File: src/rtl/mem_arbiter.sv
// Arbitrates a single-port word memory between I-cache line refills and MEM-stage loads/stores.
// Round-robin on ties; bursts are non-interruptible; all memory-side outputs are registered.
module mem_arbiter #(
    parameter int unsigned ADDR_W     = 32,
    parameter int unsigned DATA_W     = 32,
    parameter int unsigned LINE_WORDS = 4
) (
    input  logic                          clk,
    input  logic                          nrst,
    input  logic                          i_miss,
    input  logic [ADDR_W-1:0]             i_addr,
    output logic [DATA_W-1:0]             i_word,
    output logic [$clog2(LINE_WORDS)-1:0] i_word_idx,
    output logic                          i_word_ready,
    output logic                          i_line_done,
    input  logic                          d_re,
    input  logic                          d_we,
    input  logic [ADDR_W-1:0]             d_addr,
    input  logic [DATA_W-1:0]             d_wdata,
    output logic [DATA_W-1:0]             d_rdata,
    output logic                          d_done,
    output logic                          d_stall,
    output logic                          mem_req,
    output logic                          mem_we,
    output logic [ADDR_W-1:0]             mem_addr,
    output logic [DATA_W-1:0]             mem_wdata,
    input  logic [DATA_W-1:0]             mem_rdata,
    input  logic                          mem_ack
);

    localparam int unsigned IDX_W = $clog2(LINE_WORDS);
    localparam logic [ADDR_W-1:0] LINE_MASK = ADDR_W'(LINE_WORDS - 1);
    localparam logic [IDX_W-1:0]  LAST_IDX  = IDX_W'(LINE_WORDS - 1);

    typedef enum logic [1:0] {StIdle, StIburst, StDacc} state_e;

    state_e              state_q, state_d;
    logic                last_d_q, last_d_d;   // 1: data side was granted last
    logic [IDX_W-1:0]    cnt_q, cnt_d;
    logic [ADDR_W-1:0]   base_q, base_d;
    logic                mem_req_q, mem_req_d;
    logic                mem_we_q, mem_we_d;
    logic [ADDR_W-1:0]   mem_addr_q, mem_addr_d;
    logic [DATA_W-1:0]   mem_wdata_q, mem_wdata_d;
    logic [DATA_W-1:0]   i_word_q, i_word_d;
    logic [IDX_W-1:0]    i_word_idx_q, i_word_idx_d;
    logic                i_word_ready_q, i_word_ready_d;
    logic                i_line_done_q, i_line_done_d;
    logic [DATA_W-1:0]   d_rdata_q, d_rdata_d;
    logic                d_done_q, d_done_d;

    logic i_req, d_req, grant_i, grant_d, xfer;
    logic [IDX_W-1:0] cnt_inc;

    // Completion pulses mask their own requester so a late drop cannot re-grant.
    assign i_req   = i_miss & ~i_line_done_q;
    assign d_req   = (d_re | d_we) & ~d_done_q;
    assign grant_i = i_req & (~d_req | last_d_q);
    assign grant_d = d_req & (~i_req | ~last_d_q);
    assign xfer    = mem_req_q & mem_ack;
    assign cnt_inc = cnt_q + IDX_W'(1);

    always_comb begin
        state_d        = state_q;
        last_d_d       = last_d_q;
        cnt_d          = cnt_q;
        base_d         = base_q;
        mem_req_d      = mem_req_q;
        mem_we_d       = mem_we_q;
        mem_addr_d     = mem_addr_q;
        mem_wdata_d    = mem_wdata_q;
        i_word_d       = i_word_q;
        i_word_idx_d   = i_word_idx_q;
        i_word_ready_d = 1'b0;
        i_line_done_d  = 1'b0;
        d_rdata_d      = d_rdata_q;
        d_done_d       = 1'b0;

        case (state_q)
            StIdle: begin
                if (grant_i) begin
                    state_d    = StIburst;
                    last_d_d   = 1'b0;
                    cnt_d      = '0;
                    base_d     = i_addr & ~LINE_MASK;
                    mem_req_d  = 1'b1;
                    mem_we_d   = 1'b0;
                    mem_addr_d = i_addr & ~LINE_MASK;
                end else if (grant_d) begin
                    state_d     = StDacc;
                    last_d_d    = 1'b1;
                    mem_req_d   = 1'b1;
                    mem_we_d    = d_we;
                    mem_addr_d  = d_addr;
                    mem_wdata_d = d_wdata;
                end
            end
            StIburst: begin
                if (xfer) begin
                    i_word_d       = mem_rdata;
                    i_word_idx_d   = cnt_q;
                    i_word_ready_d = 1'b1;
                    if (cnt_q == LAST_IDX) begin
                        mem_req_d     = 1'b0;
                        i_line_done_d = 1'b1;
                        state_d       = StIdle;
                    end else begin
                        cnt_d      = cnt_inc;
                        mem_addr_d = base_q | ADDR_W'(cnt_inc);
                    end
                end
            end
            StDacc: begin
                if (xfer) begin
                    mem_req_d = 1'b0;
                    d_done_d  = 1'b1;
                    state_d   = StIdle;
                    if (!mem_we_q) begin
                        d_rdata_d = mem_rdata;
                    end
                end
            end
            default: state_d = StIdle;
        endcase
    end

    always_ff @(posedge clk or negedge nrst) begin
        if (!nrst) begin
            state_q        <= StIdle;
            last_d_q       <= 1'b1;
            cnt_q          <= '0;
            base_q         <= '0;
            mem_req_q      <= 1'b0;
            mem_we_q       <= 1'b0;
            mem_addr_q     <= '0;
            mem_wdata_q    <= '0;
            i_word_q       <= '0;
            i_word_idx_q   <= '0;
            i_word_ready_q <= 1'b0;
            i_line_done_q  <= 1'b0;
            d_rdata_q      <= '0;
            d_done_q       <= 1'b0;
        end else begin
            state_q        <= state_d;
            last_d_q       <= last_d_d;
            cnt_q          <= cnt_d;
            base_q         <= base_d;
            mem_req_q      <= mem_req_d;
            mem_we_q       <= mem_we_d;
            mem_addr_q     <= mem_addr_d;
            mem_wdata_q    <= mem_wdata_d;
            i_word_q       <= i_word_d;
            i_word_idx_q   <= i_word_idx_d;
            i_word_ready_q <= i_word_ready_d;
            i_line_done_q  <= i_line_done_d;
            d_rdata_q      <= d_rdata_d;
            d_done_q       <= d_done_d;
        end
    end

    assign mem_req      = mem_req_q;
    assign mem_we       = mem_we_q;
    assign mem_addr     = mem_addr_q;
    assign mem_wdata    = mem_wdata_q;
    assign i_word       = i_word_q;
    assign i_word_idx   = i_word_idx_q;
    assign i_word_ready = i_word_ready_q;
    assign i_line_done  = i_line_done_q;
    assign d_rdata      = d_rdata_q;
    assign d_done       = d_done_q;
    assign d_stall      = (d_re | d_we) & ~d_done_q;

endmodule
File: config.mk
export PLATFORM = sky130hd
export DESIGN_NAME = mem_arbiter
export DESIGN_NICKNAME = d
export VERILOG_FILES = /design/src/rtl/mem_arbiter.sv
export SDC_FILE = /design/constraint.sdc
export NUM_CORES = 1
export LEC_CHECK = 0
export ABC_AREA = 1
export ABC_CLOCK_PERIOD_IN_PS = 4600
export BUFFER_PORTS_ARGS = -buffer_cell sky130_fd_sc_hd__buf_4
export CAP_MARGIN = 10
export CORE_UTILIZATION = 30
export DETAILED_ROUTE_END_ITERATION = 8
export SYNTH_ARGS = -nofsm -noshare
export SYNTH_HDL_FRONTEND = slang
export SYNTH_SLANG_ARGS = --single-unit
File: constraint.sdc
create_clock -name clk -period 4.6 [get_ports clk]
set_input_delay 0.23 -clock clk [delete_from_list [all_inputs] [get_ports clk]]
set_output_delay 0.23 -clock clk [all_outputs]
set_load 0.01 [all_outputs]
# [Yosys cells after proc, flatten, opt, wreduce, memory -nomap -nowiden]
# Index checks and enable logic that the tools add are counted.
[op_classes] add_sub_neg=1 n_mul=0 div_mod_pow=0 n_lt_le_gt_ge=0 n_eq_ne=9 shift=0 muxes=30 bitwise=16 reduce_logical=13
[op_table] operator="32-bit two-way mux" n=4
[op_table] operator="32-bit one-hot mux with 2 select lines" n=1
[op_table] operator="32-bit by 2-bit bitwise OR with 32-bit output" n=1
[op_table] operator="2-bit two-way mux" n=8
[op_table] operator="1-bit two-way mux" n=14
[op_table] operator="4-bit AND reduction" n=3
[op_table] operator="2-bit inequality test, second input constant" n=5
[op_table] operator="1-bit inverter" n=7
[op_table] operator="2-bit one-hot mux with 3 select lines" n=1
[op_table] operator="2-bit AND reduction" n=3
[op_table] operator="3-bit AND reduction" n=2
[op_table] operator="1-bit bitwise AND" n=5
[op_table] operator="5-bit AND reduction" n=1
[op_table] operator="2-bit == test, second input constant" n=2
[op_table] operator="2-bit one-hot mux with 2 select lines" n=1
[op_table] operator="2-bit nonzero test" n=2
[op_table] operator="3-bit inequality test, second input constant" n=1
[op_table] operator="1-bit bitwise OR" n=3
[op_table] operator="1-bit one-hot mux with 3 select lines" n=1
[op_table] operator="3-bit nonzero test" n=1
[op_table] operator="2-bit by 1-bit adder with 2-bit output, second input constant" n=1
[op_table] operator="2-bit by 1-bit == test with 1-bit output, second input constant" n=1
[op_table] operator="2-bit logical NOT" n=1
[word_totals] ff_bits=170 latch_bits=0 mem_bits_rw=0 rom_bits=0 in_bits=134 output_inout_bits=136 wordCells=83 n_memories=0

# [Longest topological paths before layout]
[depth] ltp_word=8 ltp_mapped=10

# [Least setup slack after synthesis]
# No wires, ideal clock.
[synth_path] kind="register to register" from="register state_q[1]" to="register mem_req_q (netlist: mem_req)" setup_time_ns=0.123 arrival_ns=1.392 t_required_ns=4.477 setup_slack_ns=3.085 stages_incl_launch_ff=10 synth_period_minus_slack_ns=1.515 path_cell_list="dfrtp_1 > inv_1 > ha_1 > buf_4 > inv_4 > nand2_1 > a21boi_0 > nand2_1 > o21ai_0 > nand2_1"
[synth_between] elab_chain_cells=3 word_cells_on_any_way=10 cone_classes="eq/ne (6); mux (1); reduce/logical (3)"
[synth_rtl] item="start: declaration" line_no="37" source="state_e state_q, state_d;"
[synth_rtl] item="start signal: assignment" line_no="129" source="state_q <= StIdle;"
[synth_rtl] item="start signal: assignment" line_no="144" source="state_q <= state_d;"
[synth_rtl] item="2-bit by 1-bit == test with 1-bit output, or another cell as far along" line_no="79" source="case (state_q)"
[synth_rtl] item="2-bit inequality test (no line), or another cell as far along"
[synth_rtl] item="5-bit AND reduction (no line)"
[synth_rtl] item="end signal: assignment" line_no="148" source="mem_req_q <= mem_req_d;"
[synth_rtl] item="end: declaration" line_no="41" source="logic mem_req_q, mem_req_d;"
# Several ways; a longest one is shown, not always the timed one.
# A chain may end at the register's enable or synchronous reset.

# [Worst setup path after layout]
[layout_path] from="register state_q[1]" to="register i_word_q[10] (netlist: i_word[10])"
[layout_between] elab_chain_cells=2
[layout_rtl] item="2-bit by 1-bit == test with 1-bit output" line_no="79"
[layout_rtl] item="2-bit AND reduction (no line)"
[layout_rtl] item="end signal: assignment" line_no="152" source="i_word_q <= i_word_d;"
[layout_rtl] item="end: declaration" line_no="45" source="logic [DATA_W-1:0] i_word_q, i_word_d;"
# No other way between the ends.

==> flow_summary.toml <==
[run_status]
outcome = "finished, final reports clean"

[placement]
io_buffers = 267
place_ws_ns = 2.07
dp_cells = 1437
dp_hpwl_um = 13300
gp_congestion = 0.797
place_area_um2 = 9640

[sta]
maxSlewHeadroom = 0.291
setup_slack_ns = 2.11
fin_crit_sh = 0.540
finalHoldWorstSlack_ns = 0.0527
hold_viol = 0
skew_ns = 0.0144
rsz0062_at_grt = "no"
worst_pin_slew_ns = 1.06
setup_violations = 0
fin_tns_setup_ns = 0
drv_slew = 0
fmax_mhz = 402
min_period_ns = 2.49

[worst_setup_path]
crit_slowest_cell = "inv_2"
slowest_delay_ns = 0.73
worst-path-buf-inv = 3
cp.required_ns = 4.86
rr_worst_depth = 6
path_max_fanout = 68
critPathLaunchType = "flop"
rr_endpoint = "i_word[10]"
crit_arrival_ns = 2.75
worstSetupPathType = "reg2reg"
critPathTopFamily = "buffers and inverters"
path_cells = "inv_1 > ha_1 > inv_4 > nor2_4 > inv_2 > o21ai_0"
timing.rr.start = "state_q[1]"
end_kind = "flop"
r2r_slack_ns = 2.11

[die]
row_count = 57
dieArea_um2 = 25400
die_w_um = 159
pin_count = 270
core-area_um2 = 24300
dieHeight_um = 159
start_util = 0.305

[power]
irDropWorstVdd_uv = 256
p_per_area_nw_per_um2 = 664
power.leakage_nw = 5.65
total_power_mw = 6.80

[min_path]
hold_end = "mem_wdata[12]"
min_from = "d_wdata[12]"
holdPathStages = 3
hp-class = "in2reg"

[job]
cap_violations = 0

[yosys]
synthCells = 889
ys_seq_elements = 170
yosys_warnings = 0
async_flop_share = 1.00
yosysTopAreaCell = "dfrtp_1"
yosysMostFrequentCell = "nand2_1"
synth-main-ff-cell = "dfrtp_1"
ys_top_cells_by_area = "dfrtp_1 (57%), nand2_1 (12%), o21ai_0 (7.1%)"
synth_nets = 1028
synth_top_area_frac = 0.569
synth_edf_count = 0
yosysUniqueCellTypes = 28
yosys-top-cells-count = "nand2_1 (246), dfrtp_1 (169), inv_1 (108), o21ai_0 (105), nand3_1 (92)"
synth_area_per_cell_um2 = 8.36
ys_seq_area_frac = 0.573
netlist_area_um2 = 7430

[route]
routed_wl_um = 20100
wire_per_inst_um = 13.7
viasPerCell = 4.40
vias = 6466
route.detailed.drc = 0
postRouteAntennaNets = 0
first_pass_iters = 5
drt_iter0_markers = 343

[clocking]
cts.sink_count = 170
clock_latency_ns = 0.43
clkTransAtPathRegs_ns = 0.08
cts_buffers = 17
clk_path_buf_depth = 2
clockRootBuffer = "clkbuf_16"
cts_tree = "yes"
cts_max_level = 4

[layout]
antenna_cells = 0
fin_area_um2 = 10300
fin_cells = 1470
fin_util = 0.422
drive_above_1_share = 0.284
nets = 1272
filler_cell_count = 2477
area_delta_synth_final_pct = 38.0

[grt]
gr-total-overflow = 0
grt_pass1_wl_um = 33100
grt_use_total = 0.163
grt_max_degree = 99
grt_pass1_vias = 6183
antenna_found_initial = 0
worst max path at each step:
stage	from	endpoint	slack, ns	depth (start not counted)
finish	state_q[1]	i_word[10]	2.11	6
global route	state_q[1]	i_word[12]	1.83	6
CTS	state_q[1]	i_word[10]	2.05	6
detailed placement	state_q[1]	i_word[19]	2.07	6
global placement	state_q[1]	i_word[29]	2.12	6
floorplan	state_q[1]	mem_req	3.08	9
flip-flops by register name, summed over array words and instances, names as in the netlist, 2 cells and up:
signal	count
mem_addr	32
cnt_q	2
i_word_idx	2
state_q	2
i_word	32
base_q	30
mem_wdata	32
d_rdata	32
layout make-up:
cell class                 count  area, um^2  area share
sequential                   170        4260       0.415
clock buffer                  17         425      0.0415
clock inverter                15         174      0.0170
multi-input combinational    553        2470       0.241
inverter                     115         434      0.0423
tap                          324         405      0.0395
timing repair buffer         276        2090       0.204
where the power goes:
part	switching (mW)	internal (mW)
Combinational	1.58	1.24
Sequential	0.369	2.19
Clock	0.694	0.732
Total	2.65	4.16
layout by cell type (no fill, tap or decap), types with 5 or more instances in the layout:
master and count:
buf_4 273, clkbuf_16 17, clkinv_8 5, dfrtp_1 169
ha_1 5, inv_1 108, inv_2 5, nand2_1 246
nand3_1 91, nor2_1 63, o21ai_0 105, o21ai_1 28
worst min-delay path, stage by stage:
cell and delay [ns]:
buf_4 0.10, inv_1 0.03, o21ai_0 0.07
metal layers:
metal / GRT usage / vias up / wire, um
met5: 0 / - / 0
met4: 0.0363 / 0 / 170
met3: 0.0508 / 14 / 1400
met2: 0.269 / 196 / 9520
met1: 0.208 / 2992 / 8990
li1: - / 3264 / -
timing repair:
action                    4_1_cts  5_1_grt
hold buffers                    1        0
hold endpoints to repair       72        0
setup buffers                   0        0
resized for setup               0        0
logic make-up (layout without fill, tap and decap cells):
family                     Yosys count  count (layout)  share of synthesized area
adders and majority gates            5               5                    0.00842
buffers and inverters              166             423                     0.0957
DFF                                170             170                      0.573
and+or+nand+nor                    410             410                      0.228
AOI/OAI and AO/OA                  138             138                     0.0950
(Power assumes the default switching activity.)
